## config.mk

```make
export PLATFORM = sky130hd
export DESIGN_NAME = regfile_access_ctrl
export DESIGN_NICKNAME = d
export VERILOG_FILES = /design/src/rtl/mips_pkg.sv /design/src/rtl/rr_arbiter2.sv /design/src/rtl/regfile_access_ctrl.sv
export SDC_FILE = /design/constraint.sdc
export NUM_CORES = 1
export LEC_CHECK = 0
export ABC_AREA = 1
export CAP_MARGIN = 20
export CELL_PAD_IN_SITES_DETAIL_PLACEMENT = 1
export CELL_PAD_IN_SITES_GLOBAL_PLACEMENT = 1
export CORE_MARGIN = 3
export CORE_UTILIZATION = 27
export CTS_CLUSTER_DIAMETER = 40
export DETAILED_ROUTE_END_ITERATION = 7
export GPL_TIMING_DRIVEN = 0
export PLACE_DENSITY = 0.76
export SYNTH_ARGS = -nofsm -noshare
export SYNTH_HDL_FRONTEND = slang
export SYNTH_HIERARCHICAL = 1
export SYNTH_SLANG_ARGS = --single-unit
```

## constraint.sdc

```tcl
create_clock -name clk -period 2.5 [get_ports clk]
set_input_delay 0.5 -clock clk [delete_from_list [all_inputs] [get_ports clk]]
set_output_delay 0.5 -clock clk [all_outputs]
set_load 0.02 [all_outputs]
```

## src/rtl/mips_pkg.sv

```systemverilog
// Shared definitions for the register-file access controller.
package mips_pkg;

  localparam int unsigned DATA_W_DEF = 32;
  localparam int unsigned ADDR_W_DEF = 5;

  // Requester indices within the packed [r1|r0] request fields.
  localparam logic REQ_CORE = 1'b0;
  localparam logic REQ_DBG  = 1'b1;

  typedef enum logic [1:0] {
    ST_IDLE  = 2'd0,
    ST_READ  = 2'd1,
    ST_RESP  = 2'd2,
    ST_WRITE = 2'd3
  } state_t;

endpackage

```

## src/rtl/rr_arbiter2.sv

```systemverilog
// Two-way round-robin arbiter: on contention the requester not granted last wins.
module rr_arbiter2 (
  input  logic [1:0] valid,
  input  logic       enable,
  input  logic       last,
  output logic [1:0] grant
);

  // One-hot grant, only while enabled.
  always_comb begin
    grant = '0;
    if (enable) begin
      case (valid)
        2'b01:   grant = 2'b01;
        2'b10:   grant = 2'b10;
        2'b11:   grant = last ? 2'b01 : 2'b10;
        default: grant = '0;
      endcase
    end
  end

endmodule

```

## src/rtl/regfile_access_ctrl.sv

```systemverilog
// Arbitrates core and debug/loader requesters onto a single register-file port.
module regfile_access_ctrl
  import mips_pkg::*;
#(
  parameter int unsigned DATA_W = DATA_W_DEF,
  parameter int unsigned ADDR_W = ADDR_W_DEF
) (
  input  logic                clk,
  input  logic                rst_n,
  input  logic [1:0]          req_valid,
  output logic [1:0]          req_ready,
  input  logic [1:0]          req_write,
  input  logic [2*ADDR_W-1:0] req_rs,
  input  logic [2*ADDR_W-1:0] req_rt,
  input  logic [2*ADDR_W-1:0] req_rd,
  input  logic [2*DATA_W-1:0] req_wdata,
  output logic [1:0]          rsp_valid,
  output logic [DATA_W-1:0]   rsp_rdata1,
  output logic [DATA_W-1:0]   rsp_rdata2,
  output logic [1:0]          wr_done,
  output logic [ADDR_W-1:0]   rf_read_reg1,
  output logic [ADDR_W-1:0]   rf_read_reg2,
  output logic [ADDR_W-1:0]   rf_write_reg,
  output logic [DATA_W-1:0]   rf_write_data,
  output logic                rf_reg_write,
  input  logic [DATA_W-1:0]   rf_read_data1,
  input  logic [DATA_W-1:0]   rf_read_data2,
  output logic                busy
);

  state_t            state;
  logic              last_grant;
  logic              arb_en;
  logic [1:0]        grant;
  logic              gnt_idx;
  logic              sel_write;
  logic [ADDR_W-1:0] sel_rs;
  logic [ADDR_W-1:0] sel_rt;
  logic [ADDR_W-1:0] sel_rd;
  logic [DATA_W-1:0] sel_wdata;

  // rst_n gates arbitration so req_ready is held low throughout reset.
  assign arb_en = (state == ST_IDLE) && rst_n;

  rr_arbiter2 u_arb (
    .valid  (req_valid),
    .enable (arb_en),
    .last   (last_grant),
    .grant  (grant)
  );

  assign req_ready = grant;
  assign busy      = (state != ST_IDLE);
  assign gnt_idx   = grant[1];

  // Payload mux for the granted requester.
  always_comb begin
    sel_write = gnt_idx ? req_write[1] : req_write[0];
    sel_rs    = gnt_idx ? req_rs[2*ADDR_W-1:ADDR_W] : req_rs[ADDR_W-1:0];
    sel_rt    = gnt_idx ? req_rt[2*ADDR_W-1:ADDR_W] : req_rt[ADDR_W-1:0];
    sel_rd    = gnt_idx ? req_rd[2*ADDR_W-1:ADDR_W] : req_rd[ADDR_W-1:0];
    sel_wdata = gnt_idx ? req_wdata[2*DATA_W-1:DATA_W] : req_wdata[DATA_W-1:0];
  end

  // Access FSM with registered register-file and response outputs.
  always_ff @(posedge clk or negedge rst_n) begin
    if (!rst_n) begin
      state         <= ST_IDLE;
      last_grant    <= REQ_DBG;
      rsp_valid     <= '0;
      rsp_rdata1    <= '0;
      rsp_rdata2    <= '0;
      wr_done       <= '0;
      rf_read_reg1  <= '0;
      rf_read_reg2  <= '0;
      rf_write_reg  <= '0;
      rf_write_data <= '0;
      rf_reg_write  <= 1'b0;
    end else begin
      rsp_valid    <= '0;
      wr_done      <= '0;
      rf_reg_write <= 1'b0;
      case (state)
        ST_IDLE: begin
          if (|grant) begin
            last_grant <= gnt_idx;
            if (sel_write) begin
              // Write strobe and completion are launched together so both
              // appear in the single WRITE cycle.
              rf_write_reg  <= sel_rd;
              rf_write_data <= sel_wdata;
              rf_reg_write  <= (sel_rd != '0);
              wr_done       <= grant;
              state         <= ST_WRITE;
            end else begin
              rf_read_reg1 <= sel_rs;
              rf_read_reg2 <= sel_rt;
              state        <= ST_READ;
            end
          end
        end
        ST_READ: begin
          rsp_valid[last_grant] <= 1'b1;
          rsp_rdata1 <= (rf_read_reg1 == '0) ? '0 : rf_read_data1;
          rsp_rdata2 <= (rf_read_reg2 == '0) ? '0 : rf_read_data2;
          state      <= ST_RESP;
        end
        ST_RESP:  state <= ST_IDLE;
        ST_WRITE: state <= ST_IDLE;
        default:  state <= ST_IDLE;
      endcase
    end
  end

endmodule
```

==> flow_summary_export.csv <==
group,metric,value,unit
run_status,run_status,"finished, final reports clean",
timing,fmax,430.0,MHz
clock_tree,cts_made_buffers,17,
cells_and_area,top_regs,"rf_write_data (32), rsp_rdata1 (32), rsp_rdata2 (32)",
clock_tree,cts_tree,"built",
pwr,ir_worst_vdd,455.0,uV
critical_path,r2r_setup_slack,0.24,ns
critical_path,endpoint_kind,"primary output",
floorplanning,rows,49,
placement,numPortBuffers,282,
global_routing,grt_pass1_wl,30500,um
yosys,async_reset_ff_frac,1.000,
critical_path,cp_slowest_cell,"dfrtp_1",
cells_and_area,nNetsFinal,1078,
placement,place_area,8283,um2
critical_path,r2r_start,"state[0]",
global_routing,met1_usage,0.2392,
placement,place.gp.congestion,0.7873,
critical_path,cp-start-kind,"register",
critical_path,endpoint,"req_ready[1]",
cells_and_area,fillerInstances,2147,
floorplanning,io_pins,283,
clock_tree,clock_latency,0.41,ns
cells_and_area,drive_above_1_share,0.1026,
critical_path,cp_cell_sequence,"nor2_2 > inv_2 > nor2_1 > nand2_1 > a21oi_4 > clkdlybuf4s15_1",
route,drc,0,
clock_tree,cts-root-buf,"clkbuf_16",
global_routing,antenna_found_initial,1,
critical_path,worstSetupStartpoint,"state[0]",
clock_tree,clock_sinks,119,
floorplanning,die_area,20750,um2
global_routing,grt_use_met3,0.05390,
critical_path,path_max_fanout,6,
cells_and_area,syn_to_final_growth,73.98,%
timing,setup_violations,0,
route,final_antenna_net_count,0,
yosys,synth_edf_count,0,
clock_tree,clk_pin_slew,0.06,ns
route,drtIter0Drc,146,
cells_and_area,fin_area,8951,um2
timing,relSlewSlack,0.6269,
timing,worst_slack,0.1746,ns
critical_path,worstPathArrival,1.83,ns
floorplanning,initial_utilization,0.2807,
critical_path,r2r-end,"rf_write_data[14]",
critical_path,crit_required,2.00,ns
floorplanning,die_w,144.0,um
yosys,yosys.area.top_type,"dfrtp_1",
global_routing,gr-total-overflow,0,
yosys,seq_area_frac_synth,0.5790,
yosys,synth.avg_cell_area,8.490,um2
yosys,yosysMostFrequentCell,"nand2_1",
timing,worstMarginPinSlew,0.5578,ns
global_routing,grt_pass1_vias,5558,
route,num_vias,5278,
critical_path,critPathBufInv,2,
pwr,power_density,1228,nW/um2
critical_path,path_class,"register to primary output",
global_routing,grt_usage,0.1919,
timing,period_needed,2.325,ns
route,wl_per_cell,17.65,um
timing,fin_crit_sh,0.9302,
critical_path,critPathMaxStageDelay,0.38,ns
critical_path,cpLargestDelayFamily,"buffers and inverters",
route,viasPerCell,4.566,
yosys,ys_warn_count,6,
yosys,mappedNetlistArea,5145,um2
cells_and_area,post-route-util,0.4883,
timing,rsz0062_at_grt,"false",
yosys,ys.flop_type,"dfrtp_1",
global_routing,grt_use_met2,0.3197,
global_routing,grt_max_degree,121,
global_routing,top_usage_layer,"met2",
clock_tree,htree_levels,4,
timing,maxSlewViolCount,0,
timing,finalHoldViolCount,0,
floorplanning,die_h,144.0,um
floorplanning,core_area,18330,um2
clock_tree,clk_path_buf_depth,2,
yosys,synthCells,606,
yosys,synth-seq-cells,119,
yosys,ys_top_cells_by_count,"nand2_1 (226), dfrtp_1 (118), nand3_1 (65)",
hold_path,hold_class,"input pin to asynchronous set/reset pin",
yosys,synth_nets,770,
timing,finClkSkew,0.009803,ns
placement,dp_hpwl,15570,um
route,firstDrtPassIters,4,
critical_path,cp.depth,6,
yosys,ys_types,23,
yosys,netlist.area_leader.share,0.5739,
route,routed_wl,20400,um
pwr,cellLeakagePower,4.133,nW
job,drv_cap,0,
yosys,netlist_top_cells_area,"dfrtp_1 (57%), nand2_1 (16%), nand3_1 (6.3%), o21ai_0 (5.7%), or2_2 (3.9%)",
critical_path,reg2reg_depth,13,
placement,place_ws,-1.221,ns
-- report_power, final --
part           internal (mW)  switching (mW)
sequential              2.82           0.476
combinational           2.37            3.02
clock                   1.41           0.898
total                   6.60            4.39
-- logic make-up after synthesis --
| group | after synthesis | synth area share |
|---|---|---|
| buffers and inverters | 61 | 0.05277 |
| AOI/OAI and AO/OA | 86 | 0.08609 |
| DFF | 119 | 0.5790 |
| and+or+nand+nor | 340 | 0.2821 |
-- worst register-to-register path: cells and delay by family (launching register included) --
| kind | cells | cell delay, ns |
|---|---|---|
| AOI/OAI and AO/OA | 3 | 0.51 |
| DFF | 1 | 0.38 |
| and+or+nand+nor | 5 | 0.59 |
| buffers and inverters | 5 | 0.69 |
-- cell type report --
| class | count | area [um2] | share of cell area |
|---|---|---|---|
| antenna | 1 | 2.502 | 0.0002796 |
| buffer | 39 | 192.7 | 0.02153 |
| clock buffer | 20 | 456.7 | 0.05102 |
| clock inverter | 11 | 102.6 | 0.01146 |
| inverter | 22 | 82.58 | 0.009226 |
| multi-input combinational | 426 | 1912 | 0.2136 |
| sequential | 119 | 2979 | 0.3328 |
| tap | 229 | 286.5 | 0.03201 |
| timing repair buffer | 289 | 2937 | 0.3281 |
-- metrics by stage --
step           hold slack (ns)  TNS, ns  power [mW]  instances
6_report               0.05168        0       10.99       1156
5_1_grt                0.06433        0       11.75       1156
4_1_cts                0.07573        0       11.14       1151
3_5_place_dp            0.4657   -60.05       8.739       1118
3_3_place_gp            0.4613  -759.22       8.610       1117
2_1_floorplan           0.2044        0       5.912        606
-- metal layers --
| metal | wire length (um) | up-vias |
|---|---|---|
| met5 | 0 | - |
| met1 | 8452 | 2528 |
| met2 | 10160 | 156 |
| li1 | - | 2563 |
| met4 | 595 | 0 |
| met3 | 1197 | 31 |
-- worst min path at each step --
stage / from / endpoint / slack [ns] / cells after the start
6_report: rst_n / rf_write_data[13] / 0.05 / 2
5_1_grt: rst_n / rf_write_data[13] / 0.06 / 2
4_1_cts: rst_n / rf_write_data[14] / 0.08 / 1
3_5_place_dp: rsp_rdata1[13] / rsp_rdata1[13] / 0.47 / 2
3_3_place_gp: rsp_rdata2[26] / rsp_rdata2[26] / 0.46 / 2
2_1_floorplan: rst_n / rf_read_reg1[0] / 0.20 / 0
-- layout by cell type, fill, tap and decap left out, types with 4 or more instances in the layout --
cell type / n
clkinvlp_4: 6
nand3_1: 65
clkdlybuf4s50_1: 279
nand2_1: 226
buf_4: 6
buf_2: 6
clkbuf_2: 4
dfrtp_1: 118
inv_1: 20
o21ai_1: 23
clkbuf_1: 17
clkbuf_16: 18
o21ai_0: 59
or2_2: 32
nor2_1: 10
buf_1: 7
-- timing repair --
item                                   CTS  global route
endpoints found under the hold margin    0            53
hold buffers                             0             3
setup endpoints to repair               54            45
cloned                                   0             1
buffers inserted                         3             0
gates resized for setup                 10             9
Power figures use the tool's default switching activity.
